<file path="src/rtl/sdram_pkg.sv">
// Shared types for the SDRAM pattern test generator: data width, FSM state
// encoding and the pattern-word helper used by the write and compare paths.
package sdram_pkg;

  localparam int DATA_W  = 16;
  localparam int STATE_W = 3;

  typedef enum logic [STATE_W-1:0] {
    ST_IDLE    = 3'd0,
    ST_LOAD    = 3'd1,
    ST_WRITE   = 3'd2,
    ST_DRAIN   = 3'd3,
    ST_PREFILL = 3'd4,
    ST_READ    = 3'd5,
    ST_CHECK   = 3'd6,
    ST_DONE    = 3'd7
  } state_e;

  // Pattern word k of a pass; wraps modulo 2^DATA_W.
  function automatic logic [DATA_W-1:0] pattern_word(input logic [DATA_W-1:0] base,
                                                     input logic [DATA_W-1:0] k);
    return base + k;
  endfunction

endpackage

</file>
<file path="src/rtl/sdram_test_gen_if.sv">
// User-side FIFO port bundle between the test generator (master) and the
// SDRAM FIFO controller (slave).
interface sdram_test_gen_if;
  import sdram_pkg::*;

  // Handshake: wr_en/rd_en are single-cycle strobes with no backpressure, one
  // word per cycle; rd_data is valid the cycle after each rd_en. wr_load and
  // rd_load reset the FIFOs/addresses; sdram_read_valid is a level enable.
  logic              wr_en;
  logic [DATA_W-1:0] wr_data;
  logic              wr_load;
  logic              rd_load;
  logic              sdram_read_valid;
  logic              rd_en;
  logic [DATA_W-1:0] rd_data;

  modport master (
    output wr_en, wr_data, wr_load, rd_load, sdram_read_valid, rd_en,
    input  rd_data
  );

  modport slave (
    input  wr_en, wr_data, wr_load, rd_load, sdram_read_valid, rd_en,
    output rd_data
  );

endinterface

</file>
<file path="src/rtl/sdram_test_chk.sv">
// Readback comparator: sticky error flag plus a saturating mismatch counter.
module sdram_test_chk
  import sdram_pkg::*;
(
  input  logic              clk_ref,
  input  logic              rst_n,
  input  logic              cmp_en_i,
  input  logic [DATA_W-1:0] act_i,
  input  logic [DATA_W-1:0] exp_i,
  output logic              error_flag_o,
  output logic [DATA_W-1:0] err_cnt_o
);

  logic              err_q, err_d;
  logic [DATA_W-1:0] cnt_q, cnt_d;
  logic              mismatch;

  always_comb begin
    mismatch = cmp_en_i && (act_i != exp_i);
    err_d    = err_q | mismatch;
    cnt_d    = cnt_q;
    if (mismatch && (cnt_q != '1)) cnt_d = cnt_q + 16'd1;
  end

  always_ff @(posedge clk_ref or negedge rst_n) begin
    if (!rst_n) begin
      err_q <= 1'b0;
      cnt_q <= '0;
    end else begin
      err_q <= err_d;
      cnt_q <= cnt_d;
    end
  end

  assign error_flag_o = err_q;
  assign err_cnt_o    = cnt_q;

endmodule

</file>
<file path="src/rtl/sdram_test_gen.sv">
// SDRAM write/readback pattern generator. Define SDRAM_TEST_LOOP_EN to loop
// passes forever (DONE -> LOAD) and expose the pass_cnt output.
module sdram_test_gen
  import sdram_pkg::*;
#(
  parameter int                TEST_LEN       = 1024,
  parameter logic [DATA_W-1:0] DATA_BASE      = 16'd1,
  parameter int                DRAIN_CYCLES   = 512,
  parameter int                PREFILL_CYCLES = 64,
  parameter int                LOAD_CYCLES    = 4
) (
  input  logic              clk_ref,
  input  logic              rst_n,
  input  logic              sdram_init_done,
  sdram_test_gen_if.master  bus,
  output logic              done,
  output logic              error_flag,
  output logic [DATA_W-1:0] err_cnt,
`ifdef SDRAM_TEST_LOOP_EN
  output logic [DATA_W-1:0] pass_cnt,
`endif
  output state_e            dbg_state_o
);

  localparam logic [31:0] LOAD_LAST    = 32'(LOAD_CYCLES - 1);
  localparam logic [31:0] LEN_LAST     = 32'(TEST_LEN - 1);
  localparam logic [31:0] DRAIN_LAST   = 32'(DRAIN_CYCLES - 1);
  localparam logic [31:0] PREFILL_LAST = 32'(PREFILL_CYCLES - 1);

  state_e            state_q, state_d;
  logic [31:0]       cnt_q, cnt_d;
  logic [DATA_W-1:0] exp_k_q, exp_k_d;
  logic              rvalid_q, rvalid_d;
  logic              cmp_en_q;
  logic              abort;

  always_ff @(posedge clk_ref or negedge rst_n) begin
    if (!rst_n) begin
      state_q  <= ST_IDLE;
      cnt_q    <= '0;
      exp_k_q  <= '0;
      rvalid_q <= 1'b0;
      cmp_en_q <= 1'b0;
    end else begin
      state_q  <= state_d;
      cnt_q    <= cnt_d;
      exp_k_q  <= exp_k_d;
      rvalid_q <= rvalid_d;
      cmp_en_q <= (state_q == ST_READ);
    end
  end

  always_comb begin
    state_d  = state_q;
    rvalid_d = rvalid_q;
    exp_k_d  = cmp_en_q ? exp_k_q + 16'd1 : exp_k_q;
    abort    = !sdram_init_done && (state_q != ST_IDLE) && (state_q != ST_DONE);

    unique case (state_q)
      ST_IDLE:    if (sdram_init_done) state_d = ST_LOAD;
      ST_LOAD:    if (cnt_q == LOAD_LAST) state_d = ST_WRITE;
      ST_WRITE:   if (cnt_q == LEN_LAST) state_d = ST_DRAIN;
      ST_DRAIN:   if (cnt_q == DRAIN_LAST) state_d = ST_PREFILL;
      ST_PREFILL: if (cnt_q == PREFILL_LAST) state_d = ST_READ;
      ST_READ:    if (cnt_q == LEN_LAST) state_d = ST_CHECK;
      ST_CHECK:   state_d = ST_DONE;
`ifdef SDRAM_TEST_LOOP_EN
      ST_DONE:    state_d = ST_LOAD;
`else
      ST_DONE:    state_d = ST_DONE;
`endif
      default:    state_d = ST_IDLE;
    endcase

    if (abort) state_d = ST_IDLE;

    // One shared counter: restarts on every state change, so it doubles as k.
    cnt_d = (state_d == state_q) ? cnt_q + 32'd1 : '0;

    if (state_d == ST_PREFILL) rvalid_d = 1'b1;
    if (state_d == ST_LOAD) begin
      rvalid_d = 1'b0;
      exp_k_d  = '0;
    end
  end

  assign bus.wr_en            = (state_q == ST_WRITE);
  assign bus.wr_data          = (state_q == ST_WRITE) ? pattern_word(DATA_BASE, cnt_q[DATA_W-1:0]) : '0;
  assign bus.wr_load          = (state_q == ST_LOAD);
  assign bus.rd_load          = (state_q == ST_LOAD);
  assign bus.sdram_read_valid = rvalid_q;
  assign bus.rd_en            = (state_q == ST_READ);
  assign done                 = (state_q == ST_DONE);
  assign dbg_state_o          = state_q;

  sdram_test_chk u_chk (
    .clk_ref      (clk_ref),
    .rst_n        (rst_n),
    .cmp_en_i     (cmp_en_q),
    .act_i        (bus.rd_data),
    .exp_i        (pattern_word(DATA_BASE, exp_k_q)),
    .error_flag_o (error_flag),
    .err_cnt_o    (err_cnt)
  );

`ifdef SDRAM_TEST_LOOP_EN
  logic [DATA_W-1:0] pass_cnt_q;

  always_ff @(posedge clk_ref or negedge rst_n) begin
    if (!rst_n)                 pass_cnt_q <= '0;
    else if (state_q == ST_DONE) pass_cnt_q <= pass_cnt_q + 16'd1;
  end

  assign pass_cnt = pass_cnt_q;
`endif

endmodule
</file>
<file path="src/flat_wrapper.sv">
// flat-port wrapper written by rule: the top's interface ports become plain ports
module sdram_test_gen_flat import sdram_pkg::*;
#(
  parameter int                TEST_LEN       = 1024,
  parameter logic [DATA_W-1:0] DATA_BASE      = 16'd1,
  parameter int                DRAIN_CYCLES   = 512,
  parameter int                PREFILL_CYCLES = 64,
  parameter int                LOAD_CYCLES    = 4
)
  (clk_ref, rst_n, sdram_init_done, done, error_flag, err_cnt, dbg_state_o, bus_wr_en, bus_wr_data, bus_wr_load, bus_rd_load, bus_sdram_read_valid, bus_rd_en, bus_rd_data);
  sdram_test_gen_if bus_i ();
  input  logic clk_ref;
  input  logic rst_n;
  input  logic sdram_init_done;
  output logic done;
  output logic error_flag;
  output logic [DATA_W-1:0] err_cnt;
  output state_e dbg_state_o;
  output wire logic [$bits(bus_i.wr_en)-1:0] bus_wr_en;
  output wire logic [$bits(bus_i.wr_data)-1:0] bus_wr_data;
  output wire logic [$bits(bus_i.wr_load)-1:0] bus_wr_load;
  output wire logic [$bits(bus_i.rd_load)-1:0] bus_rd_load;
  output wire logic [$bits(bus_i.sdram_read_valid)-1:0] bus_sdram_read_valid;
  output wire logic [$bits(bus_i.rd_en)-1:0] bus_rd_en;
  input wire logic [$bits(bus_i.rd_data)-1:0] bus_rd_data;
  assign bus_wr_en = bus_i.wr_en;
  assign bus_wr_data = bus_i.wr_data;
  assign bus_wr_load = bus_i.wr_load;
  assign bus_rd_load = bus_i.rd_load;
  assign bus_sdram_read_valid = bus_i.sdram_read_valid;
  assign bus_rd_en = bus_i.rd_en;
  assign bus_i.rd_data = bus_rd_data;
  sdram_test_gen #(.TEST_LEN(TEST_LEN), .DATA_BASE(DATA_BASE), .DRAIN_CYCLES(DRAIN_CYCLES), .PREFILL_CYCLES(PREFILL_CYCLES), .LOAD_CYCLES(LOAD_CYCLES)) u_core (.clk_ref(clk_ref), .rst_n(rst_n), .sdram_init_done(sdram_init_done), .bus(bus_i), .done(done), .error_flag(error_flag), .err_cnt(err_cnt), .dbg_state_o(dbg_state_o));
endmodule
</file>
<file path="config.mk">
export PLATFORM = sky130hd
export DESIGN_NAME = sdram_test_gen_flat
export DESIGN_NICKNAME = d
export VERILOG_FILES = /design/src/rtl/sdram_pkg.sv /design/src/rtl/sdram_test_gen_if.sv /design/src/rtl/sdram_test_chk.sv /design/src/rtl/sdram_test_gen.sv /design/src/flat_wrapper.sv
export SDC_FILE = /design/constraint.sdc
export NUM_CORES = 1
export LEC_CHECK = 0
export ABC_CLOCK_PERIOD_IN_PS = 4230
export CORE_MARGIN = 1.5
export CORE_UTILIZATION = 55
export DETAILED_ROUTE_END_ITERATION = 8
export PLACE_DENSITY_LB_ADDON = 0.3
export SKIP_LAST_GASP = 1
export SLEW_MARGIN = 40
export SYNTH_ARGS = -nofsm -noshare
export SYNTH_HDL_FRONTEND = slang
export SYNTH_HIERARCHICAL = 1
export SYNTH_SLANG_ARGS = --single-unit
export TNS_END_PERCENT = 5
</file>
<file path="constraint.sdc">
create_clock -name clk_ref -period 4.23 [get_ports clk_ref]
set_clock_uncertainty 0.2 [all_clocks]
set_input_delay 0.423 -clock clk_ref [delete_from_list [all_inputs] [get_ports clk_ref]]
set_output_delay 0.423 -clock clk_ref [all_outputs]
set_load 0.01 [all_outputs]
</file>
==> results_dict.tcl <==
set metrics [dict create \
    drv_slew 0 \
    max_cap_violations 0 \
    clockBufferDepth 2 \
    syn_nets 463 \
    core-area_um2 7250 \
    grt_pass1_wl_um 14300 \
    synthSimpleGateAreaFrac 0.283 \
    synth_edf_count 0 \
    fillCellCount 586 \
    worstPathArrival_ps 2760 \
    vdd_drop_max_mv 0.169 \
    synth.area.top_cells "dfrtp_1, xor2_1, xnor2_1" \
    yosys-mux-area-fraction 0.0116 \
    fin_util 0.687 \
    dpl.cell_count 584 \
    grt_pass1_vias 3194 \
    syn_inst 441 \
    antennaDiodeCount 0 \
    dp_hpwl_um 6090 \
    overflow 0 \
    fin_cells 601 \
    synth-xor-area-share 0.187 \
    root_buffer "clkbuf_8" \
    post_cts_resized 0 \
    drtIter0Drc 161 \
    crit_fanout 6 \
    setup.worst_path.end_class "primary output" \
    synthFlopType "dfrtp_1" \
    cts_sinks 70 \
    numCtsBuffers 9 \
    met1Wirelength_um 3960 \
    synthArstFlopShare 1.00 \
    cellLeakagePower_nw 2.10 \
    grt_max_degree 43 \
    drt-pass1-iter-count 4 \
    synth_top_area_frac 0.426 \
    initial_core_util 0.567 \
    synth_top_family_by_area "simple AND/OR/NAND/NOR gates" \
    synth_compound_area_frac 0.0447 \
    die_w_um 89.5 \
    synth_most_common_cell "nor2_1" \
    power_mw 1.46 \
    clk_pin_slew_worst_paths_ps 70 \
    wirelength_um 8770 \
    antenna_found_initial 0 \
    wl_met2_um 4340 \
    ctsHoldBuffers 1 \
    drc 0 \
    io_pins 61 \
    pre_cts_ws_ps 1010 \
    synth_seq_cells 70 \
    synth_area_leader_cell "dfrtp_1" \
    htree_levels 3 \
    layout_min_cycle_time_ps 3380 \
    clock_latency_ps 360 \
    ant_nets 0 \
    wire_per_inst_um 14.6 \
    path_class "register to primary output" \
    top_layer_used "met4" \
    synth_cell_type_count 53 \
    crit_path_start_kind "register" \
    post_cts_buffers 0 \
    nNetsFinal 519 \
    wl_met3_um 326 \
    setup_viol 0 \
    via_per_inst 5.44 \
    gp_congestion 0.872 \
    setup_tns_ps 0 \
    rsz0062_at_grt "no" \
    fmax_ghz 0.296 \
    drive_gt1_frac 0.0916 \
    place_area_um2 4750 \
    die-area_um2 8010 \
    timing.slew.headroom 0.546 \
    synth_commonest_cells "nor2_1, dfrtp_1, xor2_1" \
    power.density_nw_per_um2 293 \
    via_count 3268 \
    syn2layout_area_growth_pct 21.2 \
    syn-cell-area_um2 4110 \
    tritoncts "yes" \
    die_y_um 89.5 \
    setup_ws_ps 848 \
    std_cell_rows 31 \
    hold_viol 0 \
    post-route-period-util 0.800 \
    synth_seq_area_share 0.426 \
    portBuffers 60 \
    critPathRequiredTime_ps 3610 \
    final_area_um2 4980 \
    yosys_warnings 6 \
    synthAdderAreaFrac 0.00912 \
    grt_use_total 0.232 \
    min_path_type "register to register" \
    timing.hold.ws_ps 275 \
    worst_slew_pin_slew_ps 678 \
    avgSynthCellArea_um2 9.33 \
    status "completed" \
]
==> area by class of cell <==
class	instances	area [um^2]	area share
clock inverters	7	98.8	0.0198
multi-input cells	341	2210	0.444
repair buffers	64	631	0.127
inverters	11	41.3	0.00828
well taps	99	124	0.0248
flip-flops and latches	70	1750	0.351
clock buffers	9	124	0.0248
==> critical path: stages, from the launching register on <==
cell and delay, ps:
dfrtp_1 430, ha_1 250, nand2_1 130, nor3_1 540
nand2_1 150, xor2_1 210, nor2_1 130, clkdlybuf4s50_1 570
==> report_power, final <==
part / switching [mW] / internal (mW) / leakage (nW)
clock: 0.263 / 0.333 / 0.109
sequential: 0.0224 / 0.683 / 0.956
combinational: 0.0911 / 0.0691 / 1.04
==> placed cells by master, fill, tap and decap left out, types with 2 or more instances in the layout <==
master / Yosys / layout
nor2_1: 74 / 73
dfrtp_1: 70 / 70
clkdlybuf4s50_1: 0 / 59
xor2_1: 49 / 49
xnor2_1: 39 / 39
nand2_1: 32 / 32
nand3_1: 31 / 31
nand4_1: 13 / 13
and3_1: 12 / 12
nor2_2: 11 / 12
inv_1: 11 / 11
nor3_1: 11 / 11
nor4_1: 10 / 10
clkbuf_8: 0 / 9
and4_1: 5 / 5
buf_4: 2 / 4
clkinv_4: 0 / 3
or3_1: 3 / 3
nor2b_1: 3 / 3
o21ai_0: 3 / 3
ha_1: 3 / 3
bufinv_16: 0 / 2
nor3_4: 2 / 2
or4b_2: 2 / 2
a31oi_1: 2 / 2
and2_1: 2 / 2
nand4b_1: 2 / 2
a21oi_1: 2 / 2
or2_2: 2 / 2
nand2b_1: 2 / 2
nor3b_1: 2 / 2
nor4b_1: 2 / 2
==> routing by layer <==
layer  up-vias  GRT usage
li1       1604          -
met1      1589      0.290
met5         -          0
met3        13     0.0434
met2        62      0.386
met4         0      0.117
==> sequential cells by signal (all words and copies together) (netlist names) <==
register and flops:
u_core/bus.sdram_read_valid 1, u_core/cmp_en_q 1, u_core/cnt_q 32, u_core/dbg_state_o 3
u_core/exp_k_q 16, u_core/u_chk/err_cnt_o 16, u_core/u_chk/error_flag_o 1
==> worst paths after layout <==
kind                                      startpoint                        end  slack [ps]  cells past startpoint
setup reg to reg                     u_core/cnt_q[0]           u_core/cnt_q[31]         980                      9
hold reg to reg            u_core/u_chk/error_flag_o  u_core/u_chk/error_flag_o         280                      1
min in group asynchronous                      rst_n           u_core/cnt_q[24]         400                      2
max in group asynchronous                      rst_n           u_core/cnt_q[10]        2660                      3
setup / recovery                     u_core/cnt_q[0]            bus_wr_data[10]         850                      7
hold / removal             u_core/u_chk/error_flag_o  u_core/u_chk/error_flag_o         280                      1
==> cells by family after synthesis <==
kind of cell	count (synthesis)
xor gates and xnor gates	88
buffers and inverters	30
AOI/OAI and AO/OA	21
and+or+nand+nor	225
DFF	70
muxes	4
adders and majority gates	3
No activity file was read; power rests on OpenSTA's default activity.
